**config.mk**
```make
export PLATFORM = sky130hd
export DESIGN_NAME = rv32_decode_stage_flat
export DESIGN_NICKNAME = d
export VERILOG_FILES = /design/src/rtl/rv32_decode_stage_if.sv /design/src/rtl/rv32_decode_stage.sv /design/src/flat_wrapper.sv
export SDC_FILE = /design/constraint.sdc
export NUM_CORES = 1
export LEC_CHECK = 0
export CAP_MARGIN = 20
export CORE_MARGIN = 2
export CORE_UTILIZATION = 37
export DETAILED_ROUTE_END_ITERATION = 8
export GPL_TIMING_DRIVEN = 0
export MAX_ROUTING_LAYER = met4
export PLACE_DENSITY_LB_ADDON = 0.15
export SETUP_SLACK_MARGIN = 0.5
export SYNTH_ARGS = -nofsm -noshare
export SYNTH_HDL_FRONTEND = slang
export SYNTH_SLANG_ARGS = --single-unit
```
**constraint.sdc**
```tcl
create_clock -name clk_i -period 1.65 [get_ports clk_i]
set_input_delay 0.165 -clock clk_i [delete_from_list [all_inputs] [get_ports clk_i]]
set_output_delay 0.165 -clock clk_i [all_outputs]
set_load 0.005 [all_outputs]
```
**src/rtl/rv32_decode_stage_if.sv**
```systemverilog
// ----------------------------------------------------------------------------
// rv32_decode_stage_if
// Bundles the decoder's instruction input and its decoded outputs.
//   master : the IF/DE side, which drives instr_i and observes the decode
//   slave  : the decoder, which consumes instr_i and drives the decode
// Signals:
//   instr_i   [INSTR_SIZE-1:0]      instruction to decode
//   rd_o      [clog2(NUM_A_REGS)-1:0] destination register index
//   rs1_o     [clog2(NUM_A_REGS)-1:0] source register 1 index
//   rs2_o     [clog2(NUM_A_REGS)-1:0] source register 2 index
//   imm_o     [WORD_SIZE-1:0]       immediate
//   alu_op_o  [ALU_OP_SIZE-1:0]     ALU operation
//   control_o [CONTR_SIG_SIZE-1:0]  {memwr, memre, alusrc, regwrite, valid}
// ----------------------------------------------------------------------------
interface rv32_decode_stage_if #(
   parameter int INSTR_SIZE     = 32,
   parameter int WORD_SIZE      = 32,
   parameter int NUM_A_REGS     = 32,
   parameter int ALU_OP_SIZE    = 4,
   parameter int CONTR_SIG_SIZE = 5
);
   localparam int REG_IDX_W = $clog2(NUM_A_REGS);

   logic [INSTR_SIZE-1:0]     instr_i;
   logic [REG_IDX_W-1:0]      rd_o;
   logic [REG_IDX_W-1:0]      rs1_o;
   logic [REG_IDX_W-1:0]      rs2_o;
   logic [WORD_SIZE-1:0]      imm_o;
   logic [ALU_OP_SIZE-1:0]    alu_op_o;
   logic [CONTR_SIG_SIZE-1:0] control_o;

   modport master (
      output instr_i,
      input  rd_o, rs1_o, rs2_o, imm_o, alu_op_o, control_o
   );

   modport slave (
      input  instr_i,
      output rd_o, rs1_o, rs2_o, imm_o, alu_op_o, control_o
   );
endinterface

```
**src/rtl/rv32_decode_stage.sv**
```systemverilog
// ----------------------------------------------------------------------------
// rv32_decode_stage
// Registered RV32I-subset decoder, one per fetch slot. Decodes ADD/SUB/AND/
// XOR/SRA, ADDI/XORI/ANDI/SRAI, LW and SW into register indices, immediate,
// ALU opcode and control vector, all registered with 1-cycle latency.
// Optional feature: define DECODE_LUI_EN to also decode LUI; without it LUI
// decodes as an invalid instruction.
// Ports:
//   clk_i  : clock, all state updates on the rising edge
//   rst_i  : synchronous active-high reset (overrides instr_i)
//   bus    : rv32_decode_stage_if.slave (instr_i in, decoded fields out)
// ----------------------------------------------------------------------------
module rv32_decode_stage #(
   parameter int INSTR_SIZE     = 32,
   parameter int WORD_SIZE      = 32,
   parameter int NUM_A_REGS     = 32,
   parameter int ALU_OP_SIZE    = 4,
   parameter int CONTR_SIG_SIZE = 5
) (
   input  logic                clk_i,
   input  logic                rst_i,
   rv32_decode_stage_if.slave  bus
);
   localparam int REG_IDX_W = $clog2(NUM_A_REGS);

   localparam logic [ALU_OP_SIZE-1:0] ALU_ADD = 4'b0010;
   localparam logic [ALU_OP_SIZE-1:0] ALU_SUB = 4'b0110;
   localparam logic [ALU_OP_SIZE-1:0] ALU_AND = 4'b0000;
   localparam logic [ALU_OP_SIZE-1:0] ALU_XOR = 4'b1000;
   localparam logic [ALU_OP_SIZE-1:0] ALU_SRA = 4'b1001;

   localparam int CONTR_VALID_INDEX    = 0;
   localparam int CONTR_REGWRITE_INDEX = 1;
   localparam int CONTR_ALUSRC_INDEX   = 2;
   localparam int CONTR_MEMRE_INDEX    = 3;
   localparam int CONTR_MEMWR_INDEX    = 4;

   typedef enum logic [6:0] {
      OPC_R    = 7'b0110011,
      OPC_IALU = 7'b0010011,
      OPC_LOAD = 7'b0000011,
      OPC_STOR = 7'b0100011,
      OPC_LUI  = 7'b0110111
   } opcode_e;

   localparam logic [2:0] F3_ADD = 3'b000;
   localparam logic [2:0] F3_XOR = 3'b100;
   localparam logic [2:0] F3_SRA = 3'b101;
   localparam logic [2:0] F3_AND = 3'b111;
   localparam logic [2:0] F3_W   = 3'b010;
   localparam logic [6:0] F7_BASE = 7'b0000000;
   localparam logic [6:0] F7_ALT  = 7'b0100000;

   // Instruction fields
   logic [INSTR_SIZE-1:0] w_instr;
   logic [6:0]            w_opcode;
   logic [2:0]            w_f3;
   logic [6:0]            w_f7;
   logic [REG_IDX_W-1:0]  w_fld_rd;
   logic [REG_IDX_W-1:0]  w_fld_rs1;
   logic [REG_IDX_W-1:0]  w_fld_rs2;
   logic [WORD_SIZE-1:0]  w_imm_i;
   logic [WORD_SIZE-1:0]  w_imm_s;

   assign w_instr   = bus.instr_i;
   assign w_opcode  = w_instr[6:0];
   assign w_f3      = w_instr[14:12];
   assign w_f7      = w_instr[31:25];
   assign w_fld_rd  = w_instr[11:7];
   assign w_fld_rs1 = w_instr[19:15];
   assign w_fld_rs2 = w_instr[24:20];
   assign w_imm_i   = {{(WORD_SIZE-12){w_instr[31]}}, w_instr[31:20]};
   assign w_imm_s   = {{(WORD_SIZE-12){w_instr[31]}}, w_instr[31:25], w_instr[11:7]};

   // Next-state decode
   logic [REG_IDX_W-1:0]      w_rd;
   logic [REG_IDX_W-1:0]      w_rs1;
   logic [REG_IDX_W-1:0]      w_rs2;
   logic [WORD_SIZE-1:0]      w_imm;
   logic [ALU_OP_SIZE-1:0]    w_alu_op;
   logic [CONTR_SIG_SIZE-1:0] w_ctrl;

   always_comb begin
      // NOTE: every output gets a default first, so no path through the case
      // leaves a signal unassigned and no latch is inferred. The defaults are
      // exactly the invalid-instruction decode.
      w_rd     = '0;
      w_rs1    = '0;
      w_rs2    = '0;
      w_imm    = '0;
      w_alu_op = ALU_ADD;
      w_ctrl   = '0;

      case (w_opcode)
         OPC_R: begin
            // Only the five supported f3/f7 pairs are valid.
            if (w_f7 == F7_BASE && w_f3 == F3_ADD) begin
               w_alu_op = ALU_ADD;
               w_ctrl[CONTR_VALID_INDEX] = 1'b1;
            end else if (w_f7 == F7_ALT && w_f3 == F3_ADD) begin
               w_alu_op = ALU_SUB;
               w_ctrl[CONTR_VALID_INDEX] = 1'b1;
            end else if (w_f7 == F7_BASE && w_f3 == F3_AND) begin
               w_alu_op = ALU_AND;
               w_ctrl[CONTR_VALID_INDEX] = 1'b1;
            end else if (w_f7 == F7_BASE && w_f3 == F3_XOR) begin
               w_alu_op = ALU_XOR;
               w_ctrl[CONTR_VALID_INDEX] = 1'b1;
            end else if (w_f7 == F7_ALT && w_f3 == F3_SRA) begin
               w_alu_op = ALU_SRA;
               w_ctrl[CONTR_VALID_INDEX] = 1'b1;
            end
            if (w_ctrl[CONTR_VALID_INDEX]) begin
               w_rd  = w_fld_rd;
               w_rs1 = w_fld_rs1;
               w_rs2 = w_fld_rs2;
               w_ctrl[CONTR_REGWRITE_INDEX] = 1'b1;
            end
         end

         OPC_IALU: begin
            if (w_f3 == F3_ADD) begin
               w_alu_op = ALU_ADD;
               w_imm    = w_imm_i;
               w_ctrl[CONTR_VALID_INDEX] = 1'b1;
            end else if (w_f3 == F3_XOR) begin
               w_alu_op = ALU_XOR;
               w_imm    = w_imm_i;
               w_ctrl[CONTR_VALID_INDEX] = 1'b1;
            end else if (w_f3 == F3_AND) begin
               w_alu_op = ALU_AND;
               w_imm    = w_imm_i;
               w_ctrl[CONTR_VALID_INDEX] = 1'b1;
            end else if (w_f3 == F3_SRA && w_f7 == F7_ALT) begin
               // The shift amount is unsigned; bit 30 only selects SRA.
               w_alu_op = ALU_SRA;
               w_imm    = {{(WORD_SIZE-5){1'b0}}, w_instr[24:20]};
               w_ctrl[CONTR_VALID_INDEX] = 1'b1;
            end
            if (w_ctrl[CONTR_VALID_INDEX]) begin
               w_rd  = w_fld_rd;
               w_rs1 = w_fld_rs1;
               w_ctrl[CONTR_REGWRITE_INDEX] = 1'b1;
               w_ctrl[CONTR_ALUSRC_INDEX]   = 1'b1;
            end
         end

         OPC_LOAD: begin
            if (w_f3 == F3_W) begin
               w_rd  = w_fld_rd;
               w_rs1 = w_fld_rs1;
               w_imm = w_imm_i;
               w_ctrl[CONTR_VALID_INDEX]    = 1'b1;
               w_ctrl[CONTR_REGWRITE_INDEX] = 1'b1;
               w_ctrl[CONTR_ALUSRC_INDEX]   = 1'b1;
               w_ctrl[CONTR_MEMRE_INDEX]    = 1'b1;
            end
         end

         OPC_STOR: begin
            if (w_f3 == F3_W) begin
               w_rs1 = w_fld_rs1;
               w_rs2 = w_fld_rs2;
               w_imm = w_imm_s;
               w_ctrl[CONTR_VALID_INDEX]  = 1'b1;
               w_ctrl[CONTR_ALUSRC_INDEX] = 1'b1;
               w_ctrl[CONTR_MEMWR_INDEX]  = 1'b1;
            end
         end

`ifdef DECODE_LUI_EN
         OPC_LUI: begin
            w_rd  = w_fld_rd;
            w_imm = {{(WORD_SIZE-31){w_instr[31]}}, w_instr[30:12], 12'b0};
            w_ctrl[CONTR_VALID_INDEX]    = 1'b1;
            w_ctrl[CONTR_REGWRITE_INDEX] = 1'b1;
            w_ctrl[CONTR_ALUSRC_INDEX]   = 1'b1;
         end
`endif

         default: ;
      endcase

      // Writes to x0 are architecturally discarded; the op stays valid.
      if (w_rd == '0) w_ctrl[CONTR_REGWRITE_INDEX] = 1'b0;
   end

   // Output registers
   logic [REG_IDX_W-1:0]      r_rd;
   logic [REG_IDX_W-1:0]      r_rs1;
   logic [REG_IDX_W-1:0]      r_rs2;
   logic [WORD_SIZE-1:0]      r_imm;
   logic [ALU_OP_SIZE-1:0]    r_alu_op;
   logic [CONTR_SIG_SIZE-1:0] r_ctrl;

   // NOTE: state is updated with non-blocking assignments so every register
   // samples the pre-edge values, independent of statement order.
   always_ff @(posedge clk_i) begin
      if (rst_i) begin
         r_rd     <= '0;
         r_rs1    <= '0;
         r_rs2    <= '0;
         r_imm    <= '0;
         r_alu_op <= ALU_ADD;
         r_ctrl   <= '0;
      end else begin
         r_rd     <= w_rd;
         r_rs1    <= w_rs1;
         r_rs2    <= w_rs2;
         r_imm    <= w_imm;
         r_alu_op <= w_alu_op;
         r_ctrl   <= w_ctrl;
      end
   end

   assign bus.rd_o      = r_rd;
   assign bus.rs1_o     = r_rs1;
   assign bus.rs2_o     = r_rs2;
   assign bus.imm_o     = r_imm;
   assign bus.alu_op_o  = r_alu_op;
   assign bus.control_o = r_ctrl;
endmodule

```
**src/flat_wrapper.sv**
```systemverilog
// flat-port wrapper written by rule: the top's interface ports become plain ports
module rv32_decode_stage_flat 
#(
   parameter int INSTR_SIZE     = 32,
   parameter int WORD_SIZE      = 32,
   parameter int NUM_A_REGS     = 32,
   parameter int ALU_OP_SIZE    = 4,
   parameter int CONTR_SIG_SIZE = 5
)
  (clk_i, rst_i, bus_instr_i, bus_rd_o, bus_rs1_o, bus_rs2_o, bus_imm_o, bus_alu_op_o, bus_control_o);
  rv32_decode_stage_if #(.INSTR_SIZE(INSTR_SIZE), .WORD_SIZE(WORD_SIZE), .NUM_A_REGS(NUM_A_REGS), .ALU_OP_SIZE(ALU_OP_SIZE), .CONTR_SIG_SIZE(CONTR_SIG_SIZE)) bus_i ();
  input  logic clk_i;
  input  logic rst_i;
  input wire logic [$bits(bus_i.instr_i)-1:0] bus_instr_i;
  output wire logic [$bits(bus_i.rd_o)-1:0] bus_rd_o;
  output wire logic [$bits(bus_i.rs1_o)-1:0] bus_rs1_o;
  output wire logic [$bits(bus_i.rs2_o)-1:0] bus_rs2_o;
  output wire logic [$bits(bus_i.imm_o)-1:0] bus_imm_o;
  output wire logic [$bits(bus_i.alu_op_o)-1:0] bus_alu_op_o;
  output wire logic [$bits(bus_i.control_o)-1:0] bus_control_o;
  assign bus_i.instr_i = bus_instr_i;
  assign bus_rd_o = bus_i.rd_o;
  assign bus_rs1_o = bus_i.rs1_o;
  assign bus_rs2_o = bus_i.rs2_o;
  assign bus_imm_o = bus_i.imm_o;
  assign bus_alu_op_o = bus_i.alu_op_o;
  assign bus_control_o = bus_i.control_o;
  rv32_decode_stage #(.INSTR_SIZE(INSTR_SIZE), .WORD_SIZE(WORD_SIZE), .NUM_A_REGS(NUM_A_REGS), .ALU_OP_SIZE(ALU_OP_SIZE), .CONTR_SIG_SIZE(CONTR_SIG_SIZE)) u_core (.clk_i(clk_i), .rst_i(rst_i), .bus(bus_i));
endmodule
```
### Word-level counts from Yosys, hierarchy flattened

Index checks and enable logic that the tools add are counted.

* register bits after elaboration: 56
* input bits: 34
* output and inout bits: 56
* word-level logic and storage cells: 76

* multiplexer cells: 44
* equality and inequality tests: 9
* reductions and logical operators: 12
* bitwise operators: 2

Operators with widths (count)
* $mux W32: 5
* $pmux W32 S3: 1
* $mux W5: 9
* $mux W4: 9
* $pmux W5 S3: 2
* $eq A7 B6 Y1 const B: 3
* $mux W1: 12
* $pmux W5 S2: 1
* $eq A3 B3 Y1 const B: 3
* $pmux W4 S2: 1
* $reduce_or A2 Y1: 4
* $eq A7 B2 Y1 const B: 1
* $eq A7 B5 Y1 const B: 1
* $logic_not A7 Y1: 1
* $pmux W1 S3: 2
* $logic_and A1 B1 Y1: 5
* $logic_not A5 Y1: 1
* $pmux W1 S4: 1
* $eq A3 B2 Y1 const B: 1
* $logic_not A3 Y1: 1
* $mux W2: 1
* $not A1 Y1: 2

### Logic depth before layout (Yosys ltp)

* depth after elaboration: 12
* mapped depth: 6
* mapped depth without buffers: 5

### Worst setup path after synthesis

Ideal clock, no wire load.

* path type: in2reg
* start point: input port bus_instr_i[26]
* end point: register u_core.r_ctrl[1] (netlist: u_core.bus.control_o[1])
* library setup time: 0.060 ns
* setup slack: 0.293 ns
* data arrival time: 1.297 ns
* required time: 1.590 ns
* buffers on the path: 0
* stages: 5
* path through: nor4_4 > nand4_1 > a311o_4 > o211ai_4 > o311a_1

* longest elaborated chain between the ends: 12
* elaborated cells on any way between the ends: 25
* classes of those cells: eq/ne (1); mux (16); reduce/logical (8)

Ends and longest elaborated chain
* start, declared: RTL line flat_wrapper.sv:14 `input wire logic [$bits(bus_i.instr_i)-1:0] bus_instr_i;`
* $eq A7 B6 Y1: RTL line rv32_decode_stage.sv:100, rv32_decode_stage.sv:109, rv32_decode_stage.sv:134
* $logic_and A1 B1 Y1: RTL line rv32_decode_stage.sv:109, rv32_decode_stage.sv:134
* $mux W1: RTL line rv32_decode_stage.sv:109, rv32_decode_stage.sv:134
* $mux W1: RTL line rv32_decode_stage.sv:106 `end else if (w_f7 == F7_BASE && w_f3 == F3_XOR) begin`
* $mux W1: RTL line rv32_decode_stage.sv:103 `end else if (w_f7 == F7_BASE && w_f3 == F3_AND) begin`
* $mux W1: RTL line rv32_decode_stage.sv:100 `end else if (w_f7 == F7_ALT && w_f3 == F3_ADD) begin`
* $mux W1: RTL line rv32_decode_stage.sv:97 `if (w_f7 == F7_BASE && w_f3 == F3_ADD) begin`
* $mux W1: RTL line rv32_decode_stage.sv:94 `case (w_opcode)`
* $mux W5: RTL line rv32_decode_stage.sv:113 `if (w_ctrl[CONTR_VALID_INDEX]) begin`
* $pmux W5 S3: RTL line rv32_decode_stage.sv:94
* $logic_not A5 Y1: RTL line rv32_decode_stage.sv:185 `if (w_rd == '0) w_ctrl[CONTR_REGWRITE_INDEX] = 1'b0;`
* $reduce_or A2 Y1 (no line)
* end signal, assigned: RTL line rv32_decode_stage.sv:212 `r_ctrl <= w_ctrl;`
* end, declared: RTL line rv32_decode_stage.sv:194 `logic [CONTR_SIG_SIZE-1:0] r_ctrl;`

Parallel ways exist; a longest one is shown, timed or not. The select of a mux whose other input is x is not followed.
A chain may end at the register's enable or synchronous reset.

==> summary.md <==
| Metric | Value |
|---|---|
| Distinct cell type count after synthesis | `40` |
| Final Max Tran Viols | `0` |
| CTS tree | `done` |
| RSZ-0062 raised after global routing | `yes` |
| Critical Path AT | `1.13 ns` |
| CTS sink cnt | `36` |
| Die area | `4640 sq um` |
| Max-cap violations | `0` |
| Initial antenna violation count | `0` |
| Placement Cell Area | `2440 sq um` |
| CTS Buf Count | `5` |
| Largest family of logic cells by synthesized area | `simple AND/OR/NAND/NOR gates` |
| Bufs on Longest Clock Path | `2` |
| Routed vias/inst | `4.84` |
| Global-route wire length before repair | `7140 um` |
| Hold Crit Class | `in -> reg` |
| CP Capture Type | `primary output` |
| Row count | `23` |
| Vias in the first global route | `1456` |
| Fin crit share | `78.6%` |
| Clock transition at path regs | `0.07 ns` |
| PortBufs | `85` |
| Die W | `68.1 um` |
| Final instance area | `2880 sq um` |
| Adder-cell share of the synthesized area | `0%` |
| H-tree depth | `2` |
| Placed Cells | `287` |
| P&R area growth vs syn | `89.0%` |
| Core Box Area | `3970 sq um` |
| Synth warn | `0` |
| Status | `completed` |
| Layout cells sized above 1 | `41.2%` |
| LEAKAGE | `1.42 nW` |
| GR Overflow Total | `0` |
| Post-synthesis mux area share | `0%` |
| Die height | `68.1 um` |
| Final setup margin | `0.353 ns` |
| Post-Syn Area | `1520 sq um` |
| Slew Limit Headroom | `72.5%` |
| Wirelength per Cell | `15.1 um` |
| Pwr dens | `632 nW/um^2` |
| Max Clk Rate | `0.771 GHz` |
| CP Max Fanout | `6` |
| CP required | `1.48 ns` |
| XOR/XNOR share of the synthesized area | `0.576%` |
| Maximum vdd drop | `368 uV` |
| Hold Buf Count CTS | `0` |
| WHS | `0.103 ns` |
| Setup violations, final | `0` |
| Root Driver | `clkbuf_8` |
| DR iter-0 viols | `58` |
| Largest net degree at the start of global routing | `13` |
| Initial core utilization | `38.3%` |
| Tightest Pin Transition | `0.411 ns` |
| DRT Pass-1 Iters | `4` |
| Dpl ws | `-0.422 ns` |
| Routability congestion estimate | `0.738` |
| Seq/Total Area, Yosys | `47.4%` |
| Final Hold Viols | `0` |
| WS Path Type | `reg -> out` |
| Final instance count without filler cells | `310` |
| Flops & latches, synth | `36` |
| I/O pin cnt | `90` |
| CP Launch Type | `flip-flop` |
| GRT Util Overall | `21.9%` |
| Final ANT Viol Nets | `0` |
| # nets final | `293` |
| Ant diodes | `0` |
| Syn Area/Cell | `10.0 sq um` |
| Routed vias | `1499` |
| DP Wirelength | `3050 um` |
| Simple-gate share of the synthesized area | `25.8%` |
| Syn_nets | `186` |
| DR DRC count | `0` |
| Routed WL | `4670 um` |
| Fin crit period | `1.30 ns` |
| Synth Area in Compound Gates | `12.7%` |
| Post-Syn Instances | `152` |
-- final timing paths --
| check | from | endpoint | slack (ns) | depth (start not counted) |
|---|---|---|---|---|
| max | u_core.bus.imm_o[30] | bus_imm_o[18] | 0.35 | 4 |
| min | bus_instr_i[13] | u_core.bus.alu_op_o[3] | 0.10 | 2 |
-- worst max-delay path, stage by stage (launching register included) --
cell	delay (ns)
dfxtp_4	0.38
buf_6	0.12
buf_12	0.13
buf_6	0.11
buf_6	0.10
-- final cells by class --
cell class | instances | area (sq um)
flip-flops and latches | 36 | 724
clock inverters | 3 | 42.5
repair buffers | 100 | 975
multi-input cells | 86 | 718
clock buffers | 5 | 68.8
plain buffers | 26 | 267
well taps | 50 | 62.6
fillers | 293 | 1100
inverters | 4 | 17.5
-- layout by cell type, fill, tap and decap left out, drive strengths merged, types with 3 or more instances in the layout --
cell / n
dlygate4sd2: 40
nand2: 8
and3: 20
a21oi: 5
o21ai: 3
inv: 4
clkdlybuf4s50: 15
dfxtp: 36
buf: 65
nor2: 6
clkbuf: 9
a211oi: 3
a32o: 3
and2: 4
nor3: 6
nand2b: 4
nand3: 3
nor4: 3
-- where the power goes --
part           switching (mW)  leakage, nW  internal (mW)
combinational          0.0872         1.08         0.0905
clock                   0.326       0.0541          0.447
sequential           0.000169        0.291          0.867
total                   0.413         1.42           1.40
-- Yosys cell counts (all sizes together) --
cell type  number  area [sq um]
a211oi          3          27.5
a21oi           5          25.0
a311o           1          20.0
a31o            1          8.76
a32o            3          30.0
a32oi           1          8.76
and2            4          25.0
and3           20           129
and3b           1          8.76
and4            1          8.76
buf            24           181
clkbuf          2          8.75
dfxtp          36           721
inv             4          15.0
nand2           8          30.0
nand2b          4          25.0
nand3           3          20.0
nand3b          1          7.51
nand4           2          12.5
nor2            6          22.5
nor3            6          35.0
nor3b           1          7.51
nor4            3          33.8
nor4b           1          15.0
o211ai          1          21.3
o21a            2          15.0
o21ai           3          18.8
o311a           1          10.0
o41ai           1          8.76
or3             2          12.5
xor2            1          8.76
-- what timing repair did --
action	in CTS	in global routing
buffers inserted	9	4
cloned	2	0
pin swaps	13	15
endpoints found under the setup margin	92	49
gates resized for setup	221	17
-- stage by stage --
stage / util, % / power (mW) / setup TNS, ns
2_1_floorplan: - / 0.945 / 0
3_3_place_gp: 61.6 / 1.04 / -8.34
3_5_place_dp: 61.6 / 1.04 / -9.85
4_1_cts: 70.7 / 1.82 / 0
5_1_grt: 72.4 / 1.88 / 0
6_report: 72.4 / 1.82 / 0
-- per-layer routing --
metal  global-route usage (%)  wire, um  vias up
met3                     5.76       290        7
met2                     37.9      2450       59
li1                         -         -      735
met4                     8.75        80        0
met5                        -         0        -
met1                     23.7      1850      698
-- registers in the layout, summed over array words and instances, names as in the netlist --
name,cells
u_core.bus.alu_op_o,4
u_core.bus.control_o,5
u_core.bus.imm_o,12
u_core.bus.rd_o,5
u_core.bus.rs1_o,5
u_core.bus.rs2_o,5
-- cell families (layout without fill, tap and decap cells) --
group,Yosys count,after routing
compound gates,22,22
xor+xnor,1,1
buf+inv,30,138
simple gates,63,63
flops,36,36
(Power assumes the default switching activity.)
